### src/rtl/out_port_ctrl.sv
// Output-port sequencer: buffers OUT-instruction bytes in a small FIFO and hands
// them one at a time to the output register via an accept strobe and valid/ack handshake.
module out_port_ctrl #(
   parameter int WIDTH = 8,
   parameter int DEPTH = 4
) (
   input  logic                     clk,
   input  logic                     reset,
   input  logic                     wr_en,
   input  logic [WIDTH-1:0]         wr_data,
   output logic                     full,
   output logic [$clog2(DEPTH):0]   count,
   output logic                     overflow,
   output logic [WIDTH-1:0]         out_data,
   output logic                     out_accept,
   output logic                     out_valid,
   input  logic                     out_ack
);

   localparam int PTR_W = $clog2(DEPTH);
   localparam int CNT_W = PTR_W + 1;
   localparam logic [PTR_W-1:0] PTR_ONE   = PTR_W'(1'b1);
   localparam logic [CNT_W-1:0] CNT_ONE   = CNT_W'(1'b1);
   localparam logic [CNT_W-1:0] CNT_ZERO  = {CNT_W{1'b0}};
   localparam logic [CNT_W-1:0] CNT_DEPTH = CNT_W'(DEPTH);

   typedef enum logic [1:0] {
      IDLE     = 2'd0,
      LOAD     = 2'd1,
      WAIT_ACK = 2'd2
   } state_t;

   state_t             state_r;
   state_t             next_state_s;
   logic [WIDTH-1:0]   mem_r [DEPTH];
   logic [PTR_W-1:0]   wr_ptr_r;
   logic [PTR_W-1:0]   rd_ptr_r;
   logic [CNT_W-1:0]   count_r;
   logic               overflow_r;
   logic [WIDTH-1:0]   out_data_r;
   logic               accept_r;
   logic               valid_r;
   logic               full_s;
   logic               push_s;
   logic               pop_s;

   // Full is judged on the pre-edge count, so a push while full is dropped even if a pop happens now.
   assign full_s = (count_r == CNT_DEPTH);
   assign push_s = wr_en & ~full_s;

   assign full       = full_s;
   assign count      = count_r;
   assign overflow   = overflow_r;
   assign out_data   = out_data_r;
   assign out_accept = accept_r;
   assign out_valid  = valid_r;

   // Next-state and pop decision; a pop always coincides with entry into LOAD.
   always_comb begin
      next_state_s = state_r;
      pop_s        = 1'b0;
      case (state_r)
         IDLE: begin
            if (count_r != CNT_ZERO) begin
               next_state_s = LOAD;
               pop_s        = 1'b1;
            end else begin
               next_state_s = IDLE;
            end
         end
         LOAD: begin
            next_state_s = WAIT_ACK;
         end
         WAIT_ACK: begin
            if (out_ack && (count_r != CNT_ZERO)) begin
               next_state_s = LOAD;
               pop_s        = 1'b1;
            end else if (out_ack) begin
               next_state_s = IDLE;
            end else begin
               next_state_s = WAIT_ACK;
            end
         end
         default: begin
            next_state_s = IDLE;
         end
      endcase
   end

   // FIFO storage; stale entries need no reset because the pointers are cleared.
   always_ff @(posedge clk) begin
      if (push_s && !reset) begin
         mem_r[wr_ptr_r] <= wr_data;
      end
   end

   // State, pointers, count, sticky overflow and registered handshake outputs.
   always_ff @(posedge clk) begin
      if (reset) begin
         state_r    <= IDLE;
         wr_ptr_r   <= {PTR_W{1'b0}};
         rd_ptr_r   <= {PTR_W{1'b0}};
         count_r    <= CNT_ZERO;
         overflow_r <= 1'b0;
         out_data_r <= {WIDTH{1'b0}};
         accept_r   <= 1'b0;
         valid_r    <= 1'b0;
      end else begin
         state_r    <= next_state_s;
         accept_r   <= (next_state_s == LOAD);
         valid_r    <= (next_state_s == WAIT_ACK);
         overflow_r <= overflow_r | (wr_en & full_s);
         if (push_s) begin
            wr_ptr_r <= wr_ptr_r + PTR_ONE;
         end
         if (pop_s) begin
            rd_ptr_r   <= rd_ptr_r + PTR_ONE;
            out_data_r <= mem_r[rd_ptr_r];
         end
         case ({push_s, pop_s})
            2'b10:   count_r <= count_r + CNT_ONE;
            2'b01:   count_r <= count_r - CNT_ONE;
            default: count_r <= count_r;
         endcase
      end
   end

endmodule

### config.mk
export PLATFORM = sky130hd
export DESIGN_NAME = out_port_ctrl
export DESIGN_NICKNAME = d
export VERILOG_FILES = /design/src/rtl/out_port_ctrl.sv
export SDC_FILE = /design/constraint.sdc
export NUM_CORES = 1
export LEC_CHECK = 0
export BUFFER_PORTS_ARGS = -buffer_cell sky130_fd_sc_hd__buf_2
export CORE_MARGIN = 2
export CORE_UTILIZATION = 56
export DETAILED_ROUTE_END_ITERATION = 6
export PLACE_DENSITY = 0.78
export SLEW_MARGIN = 20
export SYNTH_ARGS = -nofsm -noshare
export SYNTH_HDL_FRONTEND = slang
export SYNTH_SLANG_ARGS = --single-unit
export TNS_END_PERCENT = 5
### constraint.sdc
create_clock -name clk -period 2.4 [get_ports clk]
set_input_delay 0 -clock clk [delete_from_list [all_inputs] [get_ports clk]]
set_output_delay 0 -clock clk [all_outputs]
set_load 0.01 [all_outputs]
## Yosys cells after proc, flatten, opt, wreduce, memory -nomap -nowiden

Memories as Yosys holds them, arrays and structs flattened. A register that Yosys moved wholly into a read port is not among the register bits.
Index checks and enable logic that the tools add are counted.

| storage, ports and cells | value |
|---|---|
| register bits | 12 |
| bits in writable memories | 32 |
| output and inout port bits | 15 |
| word-level logic and storage cells | 39 |
| memories kept | 1 |

| cells by class | value |
|---|---|
| $add $sub $neg | 4 |
| equal/unequal tests | 7 |
| mux-type cells | 10 |
| bitwise logic cells | 4 |
| reductions and logical operators | 6 |

Memory list:

| name | words | bits a word | read ports | clocked after memory_dff | wr ports | RTL line | source |
|---|---|---|---|---|---|---|---|
| mem_r | 4 | 8 | 1 | 1 | 1 | 35 | `logic [WIDTH-1:0] mem_r [DEPTH];` |

Operators by type and width:

| kind | count |
|---|---|
| 2-bit by 1-bit equality test with 1-bit output, second input constant | 3 |
| 2-bit equality test, second input constant | 3 |
| 2-bit case mux with 3 select lines | 1 |
| 3-bit case mux with 2 select lines | 1 |
| 1-bit two-way mux | 5 |
| 2-bit by 1-bit adder with 2-bit output, second input constant | 2 |
| 2-bit two-way mux | 2 |
| 3-bit by 1-bit adder with 3-bit output, second input constant | 1 |
| 3-bit equality test, second input constant | 1 |
| 3-bit nonzero test | 1 |
| 3-bit by 1-bit subtractor with 3-bit output, second input constant | 1 |
| 1-bit AND | 2 |
| 1-bit logical AND | 2 |
| 2-bit logical NOT | 1 |
| 1-bit case mux with 2 select lines | 1 |
| 2-bit nonzero test | 1 |
| 1-bit logical NOT | 1 |
| 1-bit inverter | 1 |
| 1-bit bitwise OR | 1 |

## Depth between registers and ports, before layout

Gate-level depths: netlist (run 1).

| depth | value |
|---|---|
| depth in word-level cells | 6 |
| depth in mapped cells | 8 |
| depth with buffers taken out | 7 |

## Worst setup path after synthesis (run 1)

No wires, ideal clock.

| path | value |
|---|---|
| path kind | reg2reg |
| from | reg count_r[0] (netlist: count[0]) |
| to | reg count_r[2] (netlist: count[2]) |
| setup time | 0.071 ns |
| data arrival time | 2.007 ns |
| setup slack | 0.322 ns |
| cell stages (with the launch flop) | 8 |
| buffers on the path | 0 |
| period minus slack after synthesis | 2.078 ns |
| path through | dfxtp_1 > nor3_4 > nor3_2 > ha_1 > fa_1 > xnor2_1 > or3_1 > a21oi_1 |

| between the ends | value |
|---|---|
| word-level cells in the longest chain between the ends | 6 |
| elaborated cells on any way between the ends | 14 |
| classes of those cells | 2 x add/sub; 3 x eq/ne; 4 x mux; 2 x bitwise; 3 x reduce/logical |

RTL lines:

| what | RTL line | source |
|---|---|---|
| from (decl) | 38 | `logic [CNT_W-1:0] count_r;` |
| from (signal assigned) | 121 | `2'b10: count_r <= count_r + CNT_ONE;` |
| from (signal assigned) | 122 | `2'b01: count_r <= count_r - CNT_ONE;` |
| from (signal assigned) | 123 | `default: count_r <= count_r;` |
| 3-bit nonzero test * | 64, 75 |  |
| 1-bit logical AND | 75 | `if (out_ack && (count_r != CNT_ZERO)) begin` |
| 1-bit two-way mux | 75 |  |
| 1-bit case mux with 2 select lines * | 62 | `case (state_r)` |
| net pop_s | 45 | `logic pop_s;` |
| 2-bit by 1-bit equality test with 1-bit output / 2-bit equality test (equally long branches) | 120 | `case ({push_s, pop_s})` |
| 3-bit case mux with 2 select lines / 2-bit nonzero test (equally long branches) | -- |  |

The timed path passes the listed nets; every way through them passes the cells marked *.
A chain may end at the register's enable or synchronous reset.

## Worst setup path after layout (run 1)

Same ends and word-level chain as after synthesis.

==> results.yml, run 1 <==
cts:
  cts.sinks: 52
  htreeDepth: 2
  worstSkewPairLatency_ps: 310
  root_buffer: "clkbuf_8"
  cts_setup_buffers: 0
  cts_buffers: 5
  cts_tree: "yes"
  clk_pin_slew_ps: 90
  ctsLongestPathBuffers: 2
  ctsResizeCount: 0
critical_path:
  end_kind: "flip-flop"
  rr_worst_depth: 7
  worstPathRequired_ps: 2650
  r2r_end: "count[2]"
  cp-start-kind: "flip-flop"
  worstPathArrival_ps: 2380
  r2r_start: "count[0]"
  rrSetupSlack_ps: 260
  path_max_fanout: 6
  critPathKind: "reg -> reg"
die:
  die_width_um: 64.9
  io_pins: 27
  num_rows: 22
  start_util_pct: 57.7
  die_y_um: 64.9
  die_area_sq_um: 4220
  fp.coreArea_sq_um: 3610
hold_path:
  hold-path-endpoint: "count[1]"
  min_path_cells: 2
  min-delay-start: "reset"
  min_path_type: "in -> reg"
sta:
  fin_crit_sh_pct: 89.0
  rsz0062_at_grt: "no"
  tightest_slew_ps: 607
  finalCriticalPeriod_ps: 2140
  finClkSkew_ps: 6.64
  drv_slew: 0
  fmax_mhz: 468
  setup_violations: 0
  finalHoldViolCount: 0
  slew_headroom_pct: 59.5
  finalSetupTns_ps: 0
  whs_ps: 90.5
grt:
  grt-ovfl-total: 0
  grt_pass1_vias: 1256
  antenna_found_initial: 0
  grt_use_total_pct: 19.9
  grt_max_degree: 23
  grt_pass1_wl_mm: 5.93
synthesis:
  ys_seq_area_share_pct: 65.5
  ys.flop_type: "edfxtp_1"
  syn-num-nets: 148
  synth_edf_count: 32
  synth_cell_types: 33
  ys_async_sr_fraction_pct: 0
  ys_seq_elements: 52
  netlist_instances: 130
  synth_area_sq_um: 2080
  postSynthAreaPerCell_sq_um: 16.0
  ys.warnings.count: 0
routing:
  ant_nets: 0
  route.detailed.drc: 0
  drt-pass1-iter-count: 4
  drtIter0Drc: 37
  num_vias: 1178
  wire_per_inst_um: 16.7
  drt_wl_total_mm: 3.63
  vias_per_cell: 5.43
layout:
  fillers: 255
  layout_common_cells: "edfxtp_1 (32), buf_2 (26), dfxtp_1 (20), nand2b_1 (11), dlygate4sd3_1 (9)"
  mostFrequentLayoutCell: "edfxtp_1"
  antennaDiodeCount: 0
  area_delta_synth_final_pct: 17.0
  fin_nets: 186
  layout-drive-gt1-share_pct: 26.6
pwr:
  peakVddDrop_uv: 662
  p_leak_nw: 0.892
  cellPowerDensity_nw_per_um2: 1020
place:
  io_buffers: 26
  hpwl_mm: 2.53
  place.gp.congestion: 0.684
outcome:
  outcome: "finished, final reports clean"
run:
  cap_violations: 0
## metal layers
metal / wire length (um) / part of all wire, % / vias up / global-route usage, %
met5: 0 / 0 / - / 0
met4: 37 / 1.0 / 0 / 8.78
met3: 169 / 4.7 / 5 / 6.08
met2: 2060 / 57 / 27 / 35.8
met1: 1360 / 37 / 577 / 21.4
li1: - / - / 569 / -
## kinds of logic after synthesis
group	Yosys count	synth area share, %
flip-flops	52	65.5
AND/OR/NAND/NOR	32	11.0
AO/OA/AOI/OAI	19	6.14
multiplexers	10	10.4
buffers and inverters	9	2.17
adder cells (fa/ha/maj)	6	3.97
XOR/XNOR	2	0.843
## power breakdown
part	switching, mW	leakage [nW]	internal, mW
Clock	0.284	0.0447	0.207
Sequential	0.151	0.455	1.10
Combinational	0.375	0.393	0.371
Total	0.810	0.892	1.68
## worst max-delay path, cell delays in order, from the launching register on
cell and delay, ps:
dfxtp_1 410, nor3_4 350, nor3_2 100, ha_1 230, fa_1 390, xnor2_1 140, or3_1 310, a21oi_1 150
## state kept, by name, summed over array words and instances, names as in the netlist
name / flops
mem_r: 32
out_data: 8
count: 3
rd_ptr_r: 2
state_r: 2
wr_ptr_r: 2
out_accept: 1
out_valid: 1
overflow: 1
## layout make-up
| cell class | count | area (sq um) | share of cell area [%] |
|---|---|---|---|
| Inverter | 3 | 11.3 | 0.463 |
| Multi-Input combinational cell | 69 | 673 | 27.7 |
| Clock buffer | 5 | 68.8 | 2.83 |
| Timing Repair Buffer | 37 | 235 | 9.67 |
| Sequential cell | 52 | 1360 | 56.0 |
| Tap cell | 48 | 60.1 | 2.47 |
| Clock inverter | 3 | 22.5 | 0.926 |
## worst max path at each step
stage / start / to / slack, ps
final: count[0] / count[2] / 260
after floorplan: count[0] / count[2] / 320
after global routing: count[0] / count[2] / 120
after CTS: count[0] / count[2] / 260
after global placement: count[0] / count[2] / 380
after detailed placement: count[0] / count[2] / 280
## synth_stat cells, drive strengths merged, types with 2 or more instances
master,n,area (sq um)
nor4,2,27.5
or3,2,12.5
o2bb2ai,8,70.1
ha,5,62.6
mux4,8,195
o21ai,3,15.0
and2,4,25.0
nor2b,2,12.5
inv,3,11.3
dfxtp,20,400
nand2b,11,68.8
nor3,3,31.3
nor2,4,15.0
clkbuf,4,25.0
buf,2,8.75
edfxtp,32,961
a21oi,7,35.0
## metrics by stage
step                      setup WS [ps]  std cells  utilization (%)  total power, mW  cell area [sq um]
after CTS                           257        217             67.5             2.52               2430
final                               265        217             67.5             2.49               2430
after floorplan                     322        130                -             1.76               2080
after detailed placement            285        200             62.4             2.02               2250
after global placement              375        200             62.4             1.96               2250
after global routing                119        217             67.5             2.65               2430
## timing repair
action | in CTS | in global routing
setup endpoints to repair | 0 | 0
endpoints found under the hold margin | 34 | 0
hold buffers | 9 | 0
(Power assumes the default switching activity.)
==> inputs of run 2 (changes only) <==
Settings changed: CTS_CLUSTER_SIZE from default to 12, REMOVE_ABC_BUFFERS from default to 1.
==> results.yml, run 2 (synthesis gave the netlist of run 1 again) <==
die:
  start_util_pct: 57.7
  num_rows: 22
  die_y_um: 64.9
  fp.coreArea_sq_um: 3610
  die_area_sq_um: 4220
  io_pins: 27
  die_width_um: 64.9
run:
  cap_violations: 0
layout:
  layout_common_cells: "edfxtp_1 (32), buf_2 (26), dfxtp_1 (20), nand2b_1 (11), dlygate4sd3_1 (9)"
  final_area_sq_um: 2430
  mostFrequentLayoutCell: "edfxtp_1"
  largest_reg_flops: 32
  fillers: 253
  area_delta_synth_final_pct: 17.0
  antennaDiodeCount: 0
  regMostFlops: "mem_r"
  layout-drive-gt1-share_pct: 26.6
  fin_nets: 186
critical_path:
  cp-start-kind: "flip-flop"
  rr_worst_depth: 7
  worstPathArrival_ps: 2360
  worstPathRequired_ps: 2630
  path_max_fanout: 6
  critPathKind: "reg -> reg"
  end_kind: "flip-flop"
grt:
  grt_pass1_wl_mm: 5.62
  grt_pass1_vias: 1190
  use_met1_pct: 22.0
  met2_usage_pct: 31.7
  antenna_found_initial: 0
  grt_use_total_pct: 18.4
  grt_max_degree: 23
  grt.met3_usage_pct: 4.34
  grt-ovfl-total: 0
  top_usage_layer: "met2"
cts:
  worstSkewPairLatency_ps: 310
  ctsLongestPathBuffers: 2
  root_buffer: "clkbuf_8"
  htreeDepth: 2
  cts.sinks: 52
  cts_buffers: 5
  clk_pin_slew_ps: 90
  cts_tree: "yes"
sta:
  slew_headroom_pct: 60.4
  finalSetupTns_ps: 0
  finalHoldViolCount: 0
  fin_crit_sh_pct: 88.5
  drv_slew: 0
  finalCriticalPeriod_ps: 2120
  whs_ps: 96.8
  finClkSkew_ps: 10.4
  setup_violations: 0
  fmax_mhz: 471
  tightest_slew_ps: 589
  rsz0062_at_grt: "no"
hold_path:
  min_path_type: "in -> reg"
  min_path_cells: 2
pwr:
  cellPowerDensity_nw_per_um2: 1020
  peakVddDrop_uv: 538
  p_leak_nw: 0.896
routing:
  num_vias: 1163
  drtIter0Drc: 53
  wire_per_inst_um: 15.4
  drt-pass1-iter-count: 4
  ant_nets: 0
  vias_per_cell: 5.36
  drt_wl_total_mm: 3.34
  route.detailed.drc: 0
place:
  place.gp.congestion: 0.757
  io_buffers: 26
  postPlaceCellArea_sq_um: 2250
  hpwl_mm: 2.24
outcome:
  outcome: "finished, final reports clean"
## run 2: worst paths after layout
check,from,endpoint,slack [ps]
max reg2reg,count[0],count[2],280
min,reset,overflow,100
min reg2reg,overflow,overflow,470
max,count[0],count[2],280
## run 2: area by class of cell
class	instances	area [sq um]	share of cell area [%]
Clock buffer	5	68.8	2.83
Clock inverter	3	22.5	0.926
Inverter	3	11.3	0.463
Multi-Input combinational cell	69	673	27.7
Sequential cell	52	1360	56.0
Tap cell	48	60.1	2.47
Timing Repair Buffer	37	235	9.67
## run 2: worst max-delay path, stage by stage (launching register included)
cell     delay (ps)
dfxtp_1         400
nor3_4          350
nor3_2          110
ha_1            230
fa_1            380
xnor2_1         140
or3_1           300
a21oi_1         140
## run 2: power by group
part | switching [mW] | internal (mW)
sequential | 0.142 | 1.10
combinational | 0.370 | 0.370
clock | 0.283 | 0.209
total | 0.796 | 1.68
## run 2: what timing repair did
action,in CTS,in global routing
resized for setup,0,0
hold buffers,9,0
endpoints found under the hold margin,33,0
buffers inserted,0,0
## run 2: routing by layer
| metal | share of wire (%) | routed length (um) |
|---|---|---|
| met1 | 43 | 1440 |
| met3 | 3.6 | 121 |
| met2 | 52 | 1730 |
| met5 | 0 | 0 |
| met4 | 1.5 | 50 |
## run 2: through the flow
stage	total power, mW	setup WS [ps]	util [%]	cells
global route	2.63	132	67.5	217
floorplan	1.73	302	-	124
CTS	2.49	271	67.5	217
detailed placement	2.00	291	62.4	200
finish	2.47	275	67.5	217
global placement	1.95	384	62.4	200
